File: src/rtl/fpu_pkg.sv
// ---------------------------------------------------------------------------
// fpu_pkg
// Shared definitions for the FPU execute-stage units: the binary32 operand
// width, the position of the sign bit and the sign-injection op encoding.
// No ports; import with `import fpu_pkg::*;`.
// ---------------------------------------------------------------------------
package fpu_pkg;

  localparam int FP_W    = 32;
  localparam int FP_SIGN = 31;

  // Sign-injection modes. 2'b11 is deliberately left unnamed: it is the
  // illegal encoding and is caught by the default branch of the decoders.
  typedef enum logic [1:0] {
    SGNJ_J = 2'b00,
    SGNJ_N = 2'b01,
    SGNJ_X = 2'b10
  } sgnj_op_e;

endpackage

File: src/rtl/fsgnj_core.sv
// ---------------------------------------------------------------------------
// fsgnj_core
// Purely combinational sign injection. The magnitude of a is passed through
// untouched and the sign is derived from b according to op. Shared by the
// registered fsgnj_unit and the FPU bypass path.
//
// Ports:
//   a       in  W  source of exponent/mantissa (and sign for FSGNJX)
//   b       in  W  source of the sign bit
//   op      in  2  mode (see fpu_pkg::sgnj_op_e); 2'b11 is illegal
//   c       out W  result
//   illegal out 1  op was the illegal encoding; c is a unchanged then
// ---------------------------------------------------------------------------
module fsgnj_core
  import fpu_pkg::*;
#(
  parameter int W = FP_W
) (
  input  logic [W-1:0] a,
  input  logic [W-1:0] b,
  input  logic [1:0]   op,
  output logic [W-1:0] c,
  output logic         illegal
);

  // Start from a copy of a so that the illegal op naturally yields a
  // unchanged; only the sign bit is ever overwritten.
  always_comb begin
    c       = a;
    illegal = 1'b0;
    case (op)
      SGNJ_J:  c[W-1] = b[W-1];
      SGNJ_N:  c[W-1] = ~b[W-1];
      SGNJ_X:  c[W-1] = a[W-1] ^ b[W-1];
      default: illegal = 1'b1;
    endcase
  end

endmodule

File: src/rtl/fsgnj_unit.sv
// ---------------------------------------------------------------------------
// fsgnj_unit
// Registered single-precision sign-injection unit with valid/ready on both
// sides. One output register stage holds the result and the illegal flag;
// latency is one cycle and a new op may be accepted in the same cycle the
// held result drains.
//
// Ports:
//   clk       in  1  clock, rising edge
//   rst       in  1  asynchronous active-high reset
//   in_valid  in  1  a, b, op valid this cycle
//   in_ready  out 1  unit accepts an op this cycle
//   op        in  2  sign-injection mode
//   a         in  W  magnitude source
//   b         in  W  sign source
//   out_valid out 1  c and illegal hold a result
//   out_ready in  1  consumer takes the result this cycle
//   c         out W  result
//   illegal   out 1  result came from the illegal op encoding
// ---------------------------------------------------------------------------
module fsgnj_unit
  import fpu_pkg::*;
#(
  parameter int W = FP_W
) (
  input  logic         clk,
  input  logic         rst,
  input  logic         in_valid,
  output logic         in_ready,
  input  logic [1:0]   op,
  input  logic [W-1:0] a,
  input  logic [W-1:0] b,
  output logic         out_valid,
  input  logic         out_ready,
  output logic [W-1:0] c,
  output logic         illegal
);

  logic [W-1:0] core_c;
  logic         core_illegal;

  logic         valid_q,   valid_d;
  logic [W-1:0] c_q,       c_d;
  logic         illegal_q, illegal_d;
  logic         accept;

  fsgnj_core #(.W(W)) u_core (
    .a       (a),
    .b       (b),
    .op      (op),
    .c       (core_c),
    .illegal (core_illegal)
  );

  // The stage can take a new op whenever it is empty or its current result
  // leaves this cycle, which gives back-to-back throughput.
  assign in_ready = !valid_q || out_ready;
  assign accept   = in_valid && in_ready;

  // Next-state: capture on accept, drop valid when the result drains with
  // nothing new behind it, otherwise hold everything (data is kept even
  // when invalid so the output does not toggle needlessly).
  always_comb begin
    valid_d   = valid_q;
    c_d       = c_q;
    illegal_d = illegal_q;
    if (accept) begin
      valid_d   = 1'b1;
      c_d       = core_c;
      illegal_d = core_illegal;
    end else if (out_ready) begin
      valid_d   = 1'b0;
    end
  end

  always_ff @(posedge clk or posedge rst) begin
    if (rst) begin
      valid_q   <= 1'b0;
      c_q       <= '0;
      illegal_q <= 1'b0;
    end else begin
      valid_q   <= valid_d;
      c_q       <= c_d;
      illegal_q <= illegal_d;
    end
  end

  assign out_valid = valid_q;
  assign c         = c_q;
  assign illegal   = illegal_q;

endmodule

File: config.mk
export PLATFORM = sky130hd
export DESIGN_NAME = fsgnj_unit
export DESIGN_NICKNAME = d
export VERILOG_FILES = /design/src/rtl/fpu_pkg.sv /design/src/rtl/fsgnj_core.sv /design/src/rtl/fsgnj_unit.sv
export SDC_FILE = /design/constraint.sdc
export NUM_CORES = 1
export LEC_CHECK = 0
export ABC_CLOCK_PERIOD_IN_PS = 2300
export CAP_MARGIN = 40
export CELL_PAD_IN_SITES_DETAIL_PLACEMENT = 1
export CELL_PAD_IN_SITES_GLOBAL_PLACEMENT = 2
export CORE_UTILIZATION = 22
export CTS_CLUSTER_DIAMETER = 100
export DETAILED_ROUTE_END_ITERATION = 8
export PLACE_DENSITY = 0.81
export SETUP_SLACK_MARGIN = 0.4
export SYNTH_ARGS = -nofsm -noshare
export SYNTH_HDL_FRONTEND = slang
export SYNTH_SLANG_ARGS = --single-unit
File: constraint.sdc
create_clock -name clk -period 2.3 [get_ports clk]
set_clock_uncertainty 0.05 [all_clocks]
set_input_delay 0.46 -clock clk [delete_from_list [all_inputs] [get_ports clk]]
set_output_delay 0.46 -clock clk [all_outputs]
set_load 0.01 [all_outputs]
* After elaboration in Yosys (flattened, before gate mapping)
Cells that the tools add are included.
** Storage, ports and cells
- Register bits after elaboration :: 34
- Bits in latches :: 0
- Bits in writable memories :: 0
- Bits in read-only memories :: 0
- Input port bits :: 70
- Output and inout port bits :: 35
- Logic and storage cells :: 17
- Memories :: 0
** Operators by class
- Add/sub/neg operators :: 0
- Multiply operators :: 0
- Divide/modulo/power cells :: 0
- Order comparisons :: 0
- Equal/unequal tests :: 2
- Shifts and indexed selects :: 0
- Mux-type cells :: 4
- Bitwise gates (word level) :: 2
- Reductions and logical operators :: 6
** Operator list (count)
- 1-bit 2-to-1 mux :: 3
- 1-bit one-hot mux with 3 select lines :: 1
- 3-bit OR reduction :: 1
- 2-bit by 1-bit == test with 1-bit output, second input constant :: 1
- 2-bit == test, second input constant :: 1
- 2-bit logical NOT :: 1
- 2-bit nonzero test :: 1
- 1-bit logical AND :: 1
- 1-bit logical NOT :: 1
- 1-bit logical OR :: 1
- 1-bit NOT :: 1
- 1-bit XOR :: 1

* Longest topological paths before layout
- Depth after elaboration :: 4
- Gate-level depth with buffers :: 4
- Depth with buffers taken out :: 3

* Modules after synthesis
From an unflattened synthesis, not the netlist that was laid out.
** Unflattened totals
- Cell total of the unflattened synthesis :: 111
- Area, all modules :: 1709.1 µm²
** Modules (own cells, without submodules)
- fsgnj_unit :: instances 1, cells each 74, area each 1431.4 µm², seq. area each 850.8 µm²
- fsgnj_core :: instances 1, cells each 37, area each 277.8 µm², seq. area each 0.0 µm²

* Worst setup path before layout
No wires, ideal clock.
- Path type :: in2reg
- From :: input port out_ready
- To :: register c_q[10] (netlist: c[10])
- Setup time :: 125 ps
- Data arrival time :: 1193 ps
- Required time :: 2125 ps
- Path slack :: 932 ps
- Cell stages on the path :: 4
- Path buffers :: 1
- Path through :: nand2b_4 -> nand2_4 -> buf_6 -> mux2_4
** Between the ends
- Cells in the longest elaborated chain, start to end :: 2
** Ends and longest elaborated chain
- start: declaration :: RTL line fsgnj_unit.sv:34 : input logic out_ready,
- 1-bit logical OR :: RTL line fsgnj_unit.sv:57 : assign in_ready = !valid_q || out_ready;
- 1-bit logical AND :: RTL line fsgnj_unit.sv:58 : assign accept = in_valid && in_ready;
- end signal: assignment :: RTL line fsgnj_unit.sv:79 : c_q <= '0;
- end signal: assignment :: RTL line fsgnj_unit.sv:83 : c_q <= c_d;
- end: declaration :: RTL line fsgnj_unit.sv:43 : logic [W-1:0] c_q, c_d;
Every way passes these cells.
A chain may end at the register's enable or synchronous reset.

* Worst setup path in the final report
- From :: input port out_ready
- To :: output port in_ready
** Between the ends
- Cells in the longest elaborated chain, start to end :: 1
** Ends and longest elaborated chain
- 1-bit logical OR :: RTL line fsgnj_unit.sv:57
- end: declaration :: RTL line fsgnj_unit.sv:29 : output logic in_ready,
Every way passes these cells.

==> impl_metrics.toml <==
[power_and_ir_drop]
p_total_mw = 1.746
seqPwrFrac = 0.419
leakage_nw = 1.059
sw_frac_of_total = 0.2336
p_switching_mw = 0.4079
clockPowerShare = 0.306
p_per_area_mw_per_mm2 = 735.2
cellInternalPower_mw = 1.338
pwr-share-comb = 0.275
ir_worst_vdd_v = 0.0003290

[critical_path]
cp_max_fo = 6
crit_family = "buffers and inverters"
reg2reg_from = "out_valid$_DFFE_PP0P_"
cp-end-kind = "output pin"
start_kind = "input port"
crit_chain = "clkdlybuf4s50_1, nand2b_4, clkdlybuf4s15_1"
slowest_stage = "clkdlybuf4s50_1"
r2r_end = "c[22]$_DFFE_PP0P_"
critPathRequiredTime_ns = 1.79
reg2regPathDepth = 4
critical_path.max_stage_delay_ns = 0.45
worstPathArrival_ns = 1.33
worst-setup-path-type = "input port to output pin"
critical_path_buf_inv_count = 2
ff2ff_setup_slack_ns = 0.92

[clocking]
cts_tree = "done"
cts_buffers = 5
clkSlewWorstSetupHoldPaths_ns = 0.07
cts_sinks = 34
htreeDepth = 2
postCtsSetupBuffers = 0
cts_root_buf = "clkbuf_8"
clkLatencyLatePin_ns = 0.28
ctsHoldBuffers = 0
clk_path_buf_depth = 2

[synth]
syn_nets = 151
synth.avg_cell_area_um2 = 17.78
yosysSeqAreaShare = 0.5908
yosysUniqueCellTypes = 16
ys_ff_latch = 34
yosysTopAreaCellShare = 0.5908
yosys_warnings = 0
synthTopCellsByArea = "dfrtp_1 59%, mux2_4 30%, buf_6 2.3%, mux2_2 1.6%, nand2b_4 0.96%"
syn_area_mm2 = 0.001440
synth.largest_area_cell = "dfrtp_1"
syn_inst = 81

[final_layout]
utilization = 0.3740
diodes = 0
finalNonFillerCells = 239
area_delta_synth_final_pct = 64.90
nets = 231
drive_gt1_frac = 0.2654

[worst_hold_path]
min_path_type = "flip-flop to flip-flop"
whs_path_depth = 1
hold_end = "illegal$_DFFE_PP0P_"
worstHoldStart = "illegal$_DFFE_PP0P_"

[place]
port_buffers = 73
place_hpwl_um = 2423
routabilityCongestion = 0.6346
place_inst = 231

[drt]
drc = 2
via_per_inst = 4.088
vias = 977
post_drt_wl_per_cell_um = 13.87
antenna_left = 0
dr.pass1.iters = 6
drt_iter0_drc = 16
wirelength_um = 3314

[floorplan]
start_util = 0.2268
io_pins = 105
dieArea_mm2 = 0.006873
fp.coreArea_mm2 = 0.006350
die_h_um = 82.91
die_w_um = 82.91
num_rows = 29

[grt]
globalRouteTotalUtil = 0.1037
grt_max_degree = 35
grt-ovfl-total = 0
grt_pass1_vias = 1069
grt_pass1_wl_um = 5464
antenna_found_initial = 0

[run_status]
status = "finished with violations"
violations = "DRC"

[timing]
rsz0062_at_grt = "false"
max_freq_ghz = 0.5440
slew_viol_final = 0
slew_headroom = 0.7011
fin_crit_sh = 0.7992
period_needed_ns = 1.838
worst_slew_pin_slew_ns = 0.4484
setup_viol = 0
final_hold_viol_count = 0
finalSetupTns_ns = 0

[job]
cap_viol_max_count = 0
==> worst max path at each step <==
stage                     depth (start not counted)       from  slack (ns)                end
after detailed placement                          3  out_ready        0.16           in_ready
final                                             3  out_ready        0.46           in_ready
after global placement                            3  out_ready        0.16           in_ready
after CTS                                         3  out_ready        0.42           in_ready
after floorplan                                   4  out_ready        0.93  c[10]$_DFFE_PP0P_
after global routing                              3  out_ready        0.41           in_ready
==> cells in the mapped netlist (all sizes together) <==
cell	count
mux2	32
and2	1
a21bo	1
a21oi	1
buf	3
dfrtp	34
nor2	1
a41oi	1
nand4	1
nand2	1
nand2b	3
o21ai	1
inv	1
==> timing repair <==
item	CTS	global route
endpoints found under the setup margin	1	1
pin swaps	0	0
gates resized for setup	1	1
hold endpoints to repair	0	0
==> cell usage in the layout, fill, tap and decap left out <==
| cell type | instances |
|---|---|
| nand2_4 | 1 |
| clkdlybuf4s50_1 | 72 |
| buf_12 | 1 |
| nand2b_1 | 2 |
| nand4_1 | 1 |
| a21bo_2 | 1 |
| clkdlybuf4s15_1 | 1 |
| mux2_1 | 1 |
| clkbuf_1 | 2 |
| inv_1 | 1 |
| clkbuf_8 | 5 |
| a21oi_1 | 1 |
| and2_1 | 1 |
| mux2_4 | 29 |
| bufinv_16 | 1 |
| dfrtp_1 | 34 |
| nand2b_4 | 1 |
| nor2_1 | 1 |
| mux2_2 | 2 |
| a41oi_1 | 1 |
| o21ai_0 | 1 |
| buf_4 | 2 |
==> cells by family (layout without fill, tap and decap cells) <==
kind of cell,after synthesis,after routing,synth area share
DFF,34,34,0.5908
muxes,32,32,0.3258
buffers and inverters,4,85,0.02606
AOI/OAI and AO/OA,4,4,0.01998
and+or+nand+nor,7,7,0.03736
==> state kept, by name, summed over array words and instances (netlist names) <==
| register | count |
|---|---|
| c | 32 |
| out_valid | 1 |
| illegal | 1 |
==> per-stage QoR <==
step | setup slack (ns) | instance area (µm²) | hold WS (ns)
floorplan | 0.9321 | 1440 | 0.4829
global placement | 0.1647 | 2268 | 0.4213
detailed placement | 0.1551 | 2268 | 0.4325
CTS | 0.4238 | 2374 | 0.4631
global route | 0.4089 | 2375 | 0.4742
finish | 0.4619 | 2375 | 0.4513
==> area by class of cell <==
class / instances / area, µm²
clock buffers: 7 / 76.32
fillers: 686 / 3975
inverters: 1 / 3.754
well taps: 77 / 96.34
multi-input cells: 43 / 551.8
clock inverters: 1 / 30.03
flip-flops and latches: 34 / 850.8
repair buffers: 76 / 765.7
==> power by group through the flow <==
stage                     Clock, mW  Sequential (mW)  Combinational, mW
final                         0.534            0.732              0.480
after global routing          0.587            0.745              0.510
after CTS                     0.563            0.734              0.488
after detailed placement          0            0.743              0.487
after global placement            0            0.740              0.479
after floorplan                   0            0.782              0.172
==> layer usage <==
layer	GRT usage	share of wire	vias up
met2	0.1580	0.48	44
met4	0.04702	0.019	0
met5	0	0	-
met1	0.1335	0.44	489
li1	-	-	439
met3	0.03380	0.055	5
(Power assumes the default switching activity.)
